==> src/rtl/if_fetch_unit_if.sv <==
// Fetch-stage bus bundle: instruction-memory request/response channel plus the
// fetch-to-decode handshake. "master" is the fetch unit, "slave" is memory + IF/ID.
interface if_fetch_unit_if #(
    parameter int ADDR_WIDTH = 32,
    parameter int DATA_WIDTH = 32
);
    logic                  imem_req_valid;
    logic                  imem_req_ready;
    logic [ADDR_WIDTH-1:0] imem_req_addr;
    logic                  imem_rsp_valid;
    logic [DATA_WIDTH-1:0] imem_rsp_data;
    logic                  fd_valid;
    logic                  fd_ready;
    logic [ADDR_WIDTH-1:0] fd_pc;
    logic [DATA_WIDTH-1:0] fd_inst;

    modport master (
        output imem_req_valid, imem_req_addr,
        input  imem_req_ready, imem_rsp_valid, imem_rsp_data,
        output fd_valid, fd_pc, fd_inst,
        input  fd_ready
    );

    modport slave (
        input  imem_req_valid, imem_req_addr,
        output imem_req_ready, imem_rsp_valid, imem_rsp_data,
        input  fd_valid, fd_pc, fd_inst,
        output fd_ready
    );
endinterface

==> src/rtl/if_fetch_unit.sv <==
// RV32 fetch stage: issues PC requests to a latency-tolerant instruction memory and
// buffers returned {pc,inst} pairs in an in-order FIFO feeding the IF/ID register.
module if_fetch_unit #(
    parameter int                    ADDR_WIDTH      = 32,
    parameter int                    DATA_WIDTH      = 32,
    parameter int                    FIFO_DEPTH      = 4,
    parameter int                    MAX_OUTSTANDING = 2,
    parameter logic [ADDR_WIDTH-1:0] RESET_PC        = '0
) (
    input  logic                  clk,
    input  logic                  rst,
    input  logic                  redirect_valid,
    input  logic [ADDR_WIDTH-1:0] redirect_pc,
    if_fetch_unit_if.master       bus
);
    localparam int CW = $clog2(MAX_OUTSTANDING + 1);
    localparam int FCW = $clog2(FIFO_DEPTH + 1);
    localparam int PW = $clog2(FIFO_DEPTH);
    localparam int TW = (MAX_OUTSTANDING > 1) ? $clog2(MAX_OUTSTANDING) : 1;
    localparam int SW = ((FCW > CW) ? FCW : CW) + 1;

    logic [ADDR_WIDTH-1:0] fetch_pc;
    logic [CW-1:0]         inflight;
    logic [CW-1:0]         discard;
    logic [FCW-1:0]        fifo_count;
    logic [PW-1:0]         fifo_wr;
    logic [PW-1:0]         fifo_rd;
    logic [ADDR_WIDTH-1:0] fifo_pc   [FIFO_DEPTH];
    logic [DATA_WIDTH-1:0] fifo_inst [FIFO_DEPTH];
    logic [ADDR_WIDTH-1:0] tag_pc    [MAX_OUTSTANDING];
    logic [TW-1:0]         tag_wr;
    logic [TW-1:0]         tag_rd;

    logic [SW-1:0]         credit_used;
    logic [ADDR_WIDTH-1:0] redirect_target;
    logic                  req_valid;
    logic                  req_fire;
    logic                  rsp_in;
    logic                  rsp_drop;
    logic                  fifo_push;
    logic                  fifo_pop;
    logic                  head_valid;
    logic                  out_valid;

    function automatic logic [TW-1:0] tag_next(input logic [TW-1:0] p);
        return (p == TW'(MAX_OUTSTANDING - 1)) ? '0 : p + 1'b1;
    endfunction

    // Credit counts buffered entries plus responses that will still land in the FIFO,
    // so a request is only issued when its response is guaranteed a slot.
    always_comb begin
        credit_used     = SW'(fifo_count) + SW'(inflight) - SW'(discard);
        redirect_target = redirect_pc & ~ADDR_WIDTH'(3);
        req_valid       = ~rst & ~redirect_valid
                          & (SW'(inflight) < SW'(MAX_OUTSTANDING))
                          & (credit_used < SW'(FIFO_DEPTH));
        req_fire        = req_valid & bus.imem_req_ready;
        rsp_in          = bus.imem_rsp_valid & (inflight != '0);
        rsp_drop        = rsp_in & (discard != '0);
        fifo_push       = rsp_in & ~rsp_drop & ~redirect_valid;
        head_valid      = (fifo_count != '0);
        out_valid       = head_valid & ~redirect_valid;
        fifo_pop        = out_valid & bus.fd_ready;
    end

    assign bus.imem_req_valid = req_valid;
    assign bus.imem_req_addr  = fetch_pc;
    assign bus.fd_valid       = out_valid;
    assign bus.fd_pc          = head_valid ? fifo_pc[fifo_rd] : '0;
    assign bus.fd_inst        = head_valid ? fifo_inst[fifo_rd] : '0;

    // A redirect flushes all buffered state; every response still in flight at that
    // point (including ones already marked for discard) belongs to the wrong path.
    always_ff @(posedge clk) begin
        if (rst) begin
            fetch_pc   <= RESET_PC;
            inflight   <= '0;
            discard    <= '0;
            fifo_count <= '0;
            fifo_wr    <= '0;
            fifo_rd    <= '0;
            tag_wr     <= '0;
            tag_rd     <= '0;
        end else if (redirect_valid) begin
            fetch_pc   <= redirect_target;
            inflight   <= inflight - CW'(rsp_in);
            discard    <= inflight - CW'(rsp_in);
            fifo_count <= '0;
            fifo_wr    <= '0;
            fifo_rd    <= '0;
            tag_wr     <= '0;
            tag_rd     <= '0;
        end else begin
            if (req_fire) begin
                fetch_pc <= fetch_pc + ADDR_WIDTH'(4);
                tag_wr   <= tag_next(tag_wr);
            end
            inflight <= inflight + CW'(req_fire) - CW'(rsp_in);
            if (rsp_drop) begin
                discard <= discard - 1'b1;
            end
            if (fifo_push) begin
                fifo_wr <= fifo_wr + 1'b1;
                tag_rd  <= tag_next(tag_rd);
            end
            if (fifo_pop) begin
                fifo_rd <= fifo_rd + 1'b1;
            end
            fifo_count <= fifo_count + FCW'(fifo_push) - FCW'(fifo_pop);
        end
    end

    always_ff @(posedge clk) begin
        if (req_fire) begin
            tag_pc[tag_wr] <= fetch_pc;
        end
        if (fifo_push) begin
            fifo_pc[fifo_wr]   <= tag_pc[tag_rd];
            fifo_inst[fifo_wr] <= bus.imem_rsp_data;
        end
    end
endmodule

==> src/flat_wrapper.sv <==
// flat-port wrapper written by rule: the top's interface ports become plain ports
module if_fetch_unit_flat 
#(
    parameter int                    ADDR_WIDTH      = 32,
    parameter int                    DATA_WIDTH      = 32,
    parameter int                    FIFO_DEPTH      = 4,
    parameter int                    MAX_OUTSTANDING = 2,
    parameter logic [ADDR_WIDTH-1:0] RESET_PC        = '0
)
  (clk, rst, redirect_valid, redirect_pc, bus_imem_req_valid, bus_imem_req_addr, bus_imem_req_ready, bus_imem_rsp_valid, bus_imem_rsp_data, bus_fd_valid, bus_fd_pc, bus_fd_inst, bus_fd_ready);
  if_fetch_unit_if #(.ADDR_WIDTH(ADDR_WIDTH), .DATA_WIDTH(DATA_WIDTH)) bus_i ();
  input  logic clk;
  input  logic rst;
  input  logic redirect_valid;
  input  logic [ADDR_WIDTH-1:0] redirect_pc;
  output wire logic [$bits(bus_i.imem_req_valid)-1:0] bus_imem_req_valid;
  output wire logic [$bits(bus_i.imem_req_addr)-1:0] bus_imem_req_addr;
  input wire logic [$bits(bus_i.imem_req_ready)-1:0] bus_imem_req_ready;
  input wire logic [$bits(bus_i.imem_rsp_valid)-1:0] bus_imem_rsp_valid;
  input wire logic [$bits(bus_i.imem_rsp_data)-1:0] bus_imem_rsp_data;
  output wire logic [$bits(bus_i.fd_valid)-1:0] bus_fd_valid;
  output wire logic [$bits(bus_i.fd_pc)-1:0] bus_fd_pc;
  output wire logic [$bits(bus_i.fd_inst)-1:0] bus_fd_inst;
  input wire logic [$bits(bus_i.fd_ready)-1:0] bus_fd_ready;
  assign bus_imem_req_valid = bus_i.imem_req_valid;
  assign bus_imem_req_addr = bus_i.imem_req_addr;
  assign bus_i.imem_req_ready = bus_imem_req_ready;
  assign bus_i.imem_rsp_valid = bus_imem_rsp_valid;
  assign bus_i.imem_rsp_data = bus_imem_rsp_data;
  assign bus_fd_valid = bus_i.fd_valid;
  assign bus_fd_pc = bus_i.fd_pc;
  assign bus_fd_inst = bus_i.fd_inst;
  assign bus_i.fd_ready = bus_fd_ready;
  if_fetch_unit #(.ADDR_WIDTH(ADDR_WIDTH), .DATA_WIDTH(DATA_WIDTH), .FIFO_DEPTH(FIFO_DEPTH), .MAX_OUTSTANDING(MAX_OUTSTANDING), .RESET_PC(RESET_PC)) u_core (.clk(clk), .rst(rst), .redirect_valid(redirect_valid), .redirect_pc(redirect_pc), .bus(bus_i));
endmodule
==> config.mk <==
export PLATFORM = sky130hd
export DESIGN_NAME = if_fetch_unit_flat
export DESIGN_NICKNAME = d
export VERILOG_FILES = /design/src/rtl/if_fetch_unit_if.sv /design/src/rtl/if_fetch_unit.sv /design/src/flat_wrapper.sv
export SDC_FILE = /design/constraint.sdc
export NUM_CORES = 1
export LEC_CHECK = 0
export ABC_AREA = 1
export CAP_MARGIN = 20
export CORE_MARGIN = 2
export CORE_UTILIZATION = 45
export DETAILED_ROUTE_END_ITERATION = 6
export GPL_ROUTABILITY_DRIVEN = 0
export GPL_TIMING_DRIVEN = 0
export PLACE_DENSITY_LB_ADDON = 0.25
export SLEW_MARGIN = 40
export SYNTH_ARGS = -nofsm -noshare
export SYNTH_HDL_FRONTEND = slang
export SYNTH_SLANG_ARGS = --single-unit
==> constraint.sdc <==
create_clock -name clk -period 4.84 [get_ports clk]
set_input_delay 0.968 -clock clk [delete_from_list [all_inputs] [get_ports clk]]
set_output_delay 0.968 -clock clk [all_outputs]
set_load 0.1 [all_outputs]
* After elaboration in Yosys (flattened, before gate mapping) *
Memories as Yosys holds them, arrays and structs flattened. A register that Yosys moved wholly into a read port is not among the register bits.
Cells that the tools add are included.

storage, ports and cells
  register bits = 45
  bits in writable memories = 320
  input port bits = 70
  output and inout bits = 98
  word-level logic and storage cells = 65
  memories = 3

memories
  name              words  width  rd ports  clocked after Yosys merged registers in  wr ports  RTL line             text
  u_core.fifo_inst  4      32     1         1                                        1         if_fetch_unit.sv:29  logic [DATA_WIDTH-1:0] fifo_inst [FIFO_DEPTH];
  u_core.fifo_pc    4      32     1         1                                        1         if_fetch_unit.sv:28  logic [ADDR_WIDTH-1:0] fifo_pc [FIFO_DEPTH];
  u_core.tag_pc     2      32     1         1                                        1         if_fetch_unit.sv:30  logic [ADDR_WIDTH-1:0] tag_pc [MAX_OUTSTANDING];

operators by class
  add/subtract/negate cells = 13
  order comparisons = 2
  multiplexer cells = 19
  bitwise gates (word level) = 13
  reduce and logical (&&, ||, !) cells = 6

operators by type and width
  kind                     count
  $mux W32                 4
  $add A32 B3 Y32 const B  1
  $mux W2                  7
  $and A1 B1 Y1            10
  $mux W1                  8
  $reduce_bool A2 Y1       4
  $add A2 B1 Y2 const B    2
  $add A3 B2 Y4            1
  $lt A4 B3 Y1 const B     1
  $sub A2 B1 Y2            2
  $sub A4 B2 Y4            1
  $add A3 B1 Y3            1
  $not A1 Y1               3
  $reduce_bool A3 Y1       1
  $sub A3 B1 Y3            1
  $add A1 B1 Y1 const B    2
  $add A2 B1 Y2            1
  $lt A2 B2 Y1 const B     1
  $reduce_or A2 Y1         1
  $sub A2 B1 Y2 const B    1

* Logic depth before layout (Yosys ltp) *
  word-level depth = 8
  depth in mapped cells = 14

* Worst setup path before layout *
OpenSTA, ideal clock, no wires.

  path kind = input -> register
  start = input redirect_valid
  end = memory u_core.fifo_inst[0][0], enable pin
  library setup time = 0.482 ns
  arrival = 4.124 ns
  slack = 0.233 ns
  cell stages on the path = 4
  path buffers = 1
  path through = inv_2 > clkbuf_1 > nand2_1 > nor2_1

between the ends
  longest elaborated chain between the ends = 4

RTL lines
  item                           RTL line              text
  start, declared                flat_wrapper.sv:14    input logic redirect_valid;
  $not A1 Y1                     if_fetch_unit.sv:60   fifo_push = rsp_in & ~rsp_drop & ~redirect_valid;
  $and A1 B1 Y1                  if_fetch_unit.sv:60
  $mux W1                        if_fetch_unit.sv:117  if (fifo_push) begin
  $mux W1 (implied by the code)  if_fetch_unit.sv:119  fifo_inst[fifo_wr] <= bus.imem_rsp_data;
  end, declared                  if_fetch_unit.sv:29

No other way between the ends.

==> run summary <==
part of the cycle the worst path needs -> 84.3%
detail-routed via count per cell -> 5.11
count of different cell masters after synthesis -> 34
Synth area leader -> edfxtp_1
slowest stage delay, CP -> 0.60 ns
cts repair resizes -> 0
Area Growth Syn to Fin -> 22.3%
Main synth FF type -> edfxtp_1
Initial Util -> 45.8%
Worst Setup Slack, final -> 0.761 ns
Setup Skew -> 0.00982 ns
Max Root-Sink Buffers -> 3
Setup violations, final -> 0
Setup Buffers After CTS -> 0
vias in the first global route -> 10100
initial antenna violation count -> 0
final WL -> 36300 µm
number of diodes -> 0
final worst path period need -> 4.08 ns
VDD IR max -> 0.248 mV
met1 usage -> 27.7%
fillers -> 2839
Crit Path Category -> flop to output port
global route overflow -> 0
Core Area -> 32500 µm²
Layout Utilization -> 56.0%
crit path DAT -> 3.11 ns
Slew @ Worst Pin -> 0.795 ns
post-synth top area share -> 62.1%
top cells by area, synth -> edfxtp_1 62%, nor2_1 8.4%, dfxtp_1 6.2%
Core Rows -> 66
CTS Sinks -> 354
Post-Syn Instances -> 1372
slowest CP cell -> clkbuf_1
syn_area_per_cell -> 10.9 µm²
post-synthesis cell area -> 14900 µm²
post-route ant nets -> 0
die area -> 34600 µm²
Post-CTS Hold Fix Bufs -> 0
PortBufs -> 161
Post-synth EDFFs -> 308
flops & latches, synth -> 354
critical path's top delay family -> buffers and inverters
CP Capture Type -> output port
Die X -> 186 µm
first-pass GRT wire length -> 55000 µm
clock latency on the worst-skew pair -> 0.51 ns
Die Y -> 186 µm
crit start category -> flop
drt wl/cell -> 17.6 µm
crit-path cells -> clkbuf_1 > inv_2 > clkbuf_1 > nor2_1 > o21ai_0 > a21oi_1 > buf_2
pre-CTS WS -> 1.12 ns
CTS buffer count -> 38
total global-route track usage -> 20.9%
RSZ-0062 raised after global routing -> false
IO Count -> 168
Max Freq -> 0.245 GHz
Slew Limit Headroom -> 47.0%
post-detail-place hpwl -> 24600 µm
met3 Usage GRT -> 3.05%
Layout Nets -> 1679
status -> complete, no violations
commonest cells in the netlist -> 333 x nor2_1, 308 x edfxtp_1, 193 x nand2_1
setup TNS -> 0 ns
most instantiated library cell after synthesis -> nor2_1
largest net degree at the start of global routing -> 21
CP Buf/Inv Count -> 4
most frequent cell on the critical path -> clkbuf_1
Worst-path clk slew -> 0.06 ns
Max Cap Violations -> 0
htree depth -> 2
Via Count -> 10600
asr flop ratio synth -> 0%
P_leak -> 6.65 nW
register area share after synthesis -> 68.3%
busiest grt layer -> met2
TritonCTS clock tree -> built
DRT iter0 DRCs -> 804
clk root buf -> clkbuf_16
layout cells sized above 1 -> 14.8%
met2 global-route usage -> 35.6%
hold violation count in the final report -> 0
Yosys warnings -> 0
crit path max fanout -> 10
PD cells -> 403 nW/µm²
data required time of the worst path -> 3.87 ns
drt pass-1 iters -> 5
Tightest Hold Check Type -> flop to flop
Final Slew Violations -> 0
DRC Markers -> 0
## per-layer routing
metal  wire, µm  part of all wire [%]
met4        981                   2.7
met2      17400                    48
met3       2250                   6.2
met1      15700                    43
met5          0                     0
## kinds of logic after synthesis
| group | after synthesis | synth area share, % |
|---|---|---|
| simple gates | 586 | 15.6 |
| buf+inv | 133 | 3.70 |
| xor+xnor | 6 | 0.353 |
| flops | 354 | 68.3 |
| mux | 30 | 2.27 |
| fa+ha+maj | 14 | 1.28 |
| other cells | 1 | 0.0252 |
| compound gates | 248 | 8.47 |
## power by group
part | switching [mW] | internal, mW
logic | 0.777 | 0.271
registers | 0.0880 | 3.51
clock network | 1.11 | 1.59
## state kept, by name, summed over array words and instances (netlist names), named ones only
| signal | flops |
|---|---|
| u_core.fifo_count | 3 |
| u_core.tag_rd | 1 |
| u_core.discard | 2 |
| u_core.fifo_inst | 128 |
| u_core.fifo_rd | 2 |
| u_core.bus.imem_req_addr | 30 |
| u_core.inflight | 2 |
| u_core.fifo_wr | 2 |
| u_core.fifo_pc | 120 |
| u_core.tag_pc | 60 |
| u_core.tag_wr | 1 |
## cells in the final DEF, fill, tap and decap left out, types with 5 or more instances in the layout
master           count
nor2_1             327
edfxtp_1           308
nand2_1            193
o21ai_0            139
buf_2              106
a21oi_1            100
clkdlybuf4s50_1     67
inv_1               60
clkbuf_1            54
dfxtp_1             46
nand3_1             42
clkbuf_16           41
mux2_2              30
ha_1                12
clkinv_1            10
buf_8               10
buf_16               9
nor2_4               8
clkinv_2             7
buf_4                6
o21bai_1             6
inv_2                5
## stage by stage
step                      hold slack (ns)  cells  power [mW]  area [µm²]
after detailed placement            0.467   1997        4.71       17100
after global placement              0.454   1978        4.71       17100
after CTS                           0.471   2065        7.39       18200
after floorplan                     0.436   1375        4.40       14900
final                               0.471   2065        7.34       18200
after global routing                0.498   2065        7.62       18200
## worst paths after layout
| check | start | cells past startpoint | to | slack [ns] |
|---|---|---|---|---|
| hold / removal | u_core.tag_rd | 2 | flop | 0.47 |
| hold reg to reg | u_core.tag_rd | 2 | flop | 0.47 |
| setup reg to reg | u_core.fifo_count[1] | 12 | u_core.tag_pc[0][13] | 1.78 |
| setup / recovery | flop | 7 | bus_fd_pc[23] | 0.76 |
## worst min-delay path: cells and delay by family, from the launching register on
| family | cells | cell delay (ns) |
|---|---|---|
| flops | 1 | 0.29 |
| compound gates | 1 | 0.06 |
| buf+inv | 1 | 0.07 |
## layout make-up
| type | instances | area, µm² | share of cell area (%) |
|---|---|---|---|
| flip-flops and latches | 354 | 10200 | 55.8 |
| multi-input cells | 888 | 4240 | 23.3 |
| repair buffers | 180 | 1540 | 8.45 |
| clock buffers | 49 | 1060 | 5.80 |
| well taps | 442 | 553 | 3.04 |
| plain buffers | 68 | 308 | 1.69 |
| inverters | 65 | 244 | 1.34 |
| clock inverters | 19 | 111 | 0.611 |
(Power assumes the default switching activity.)
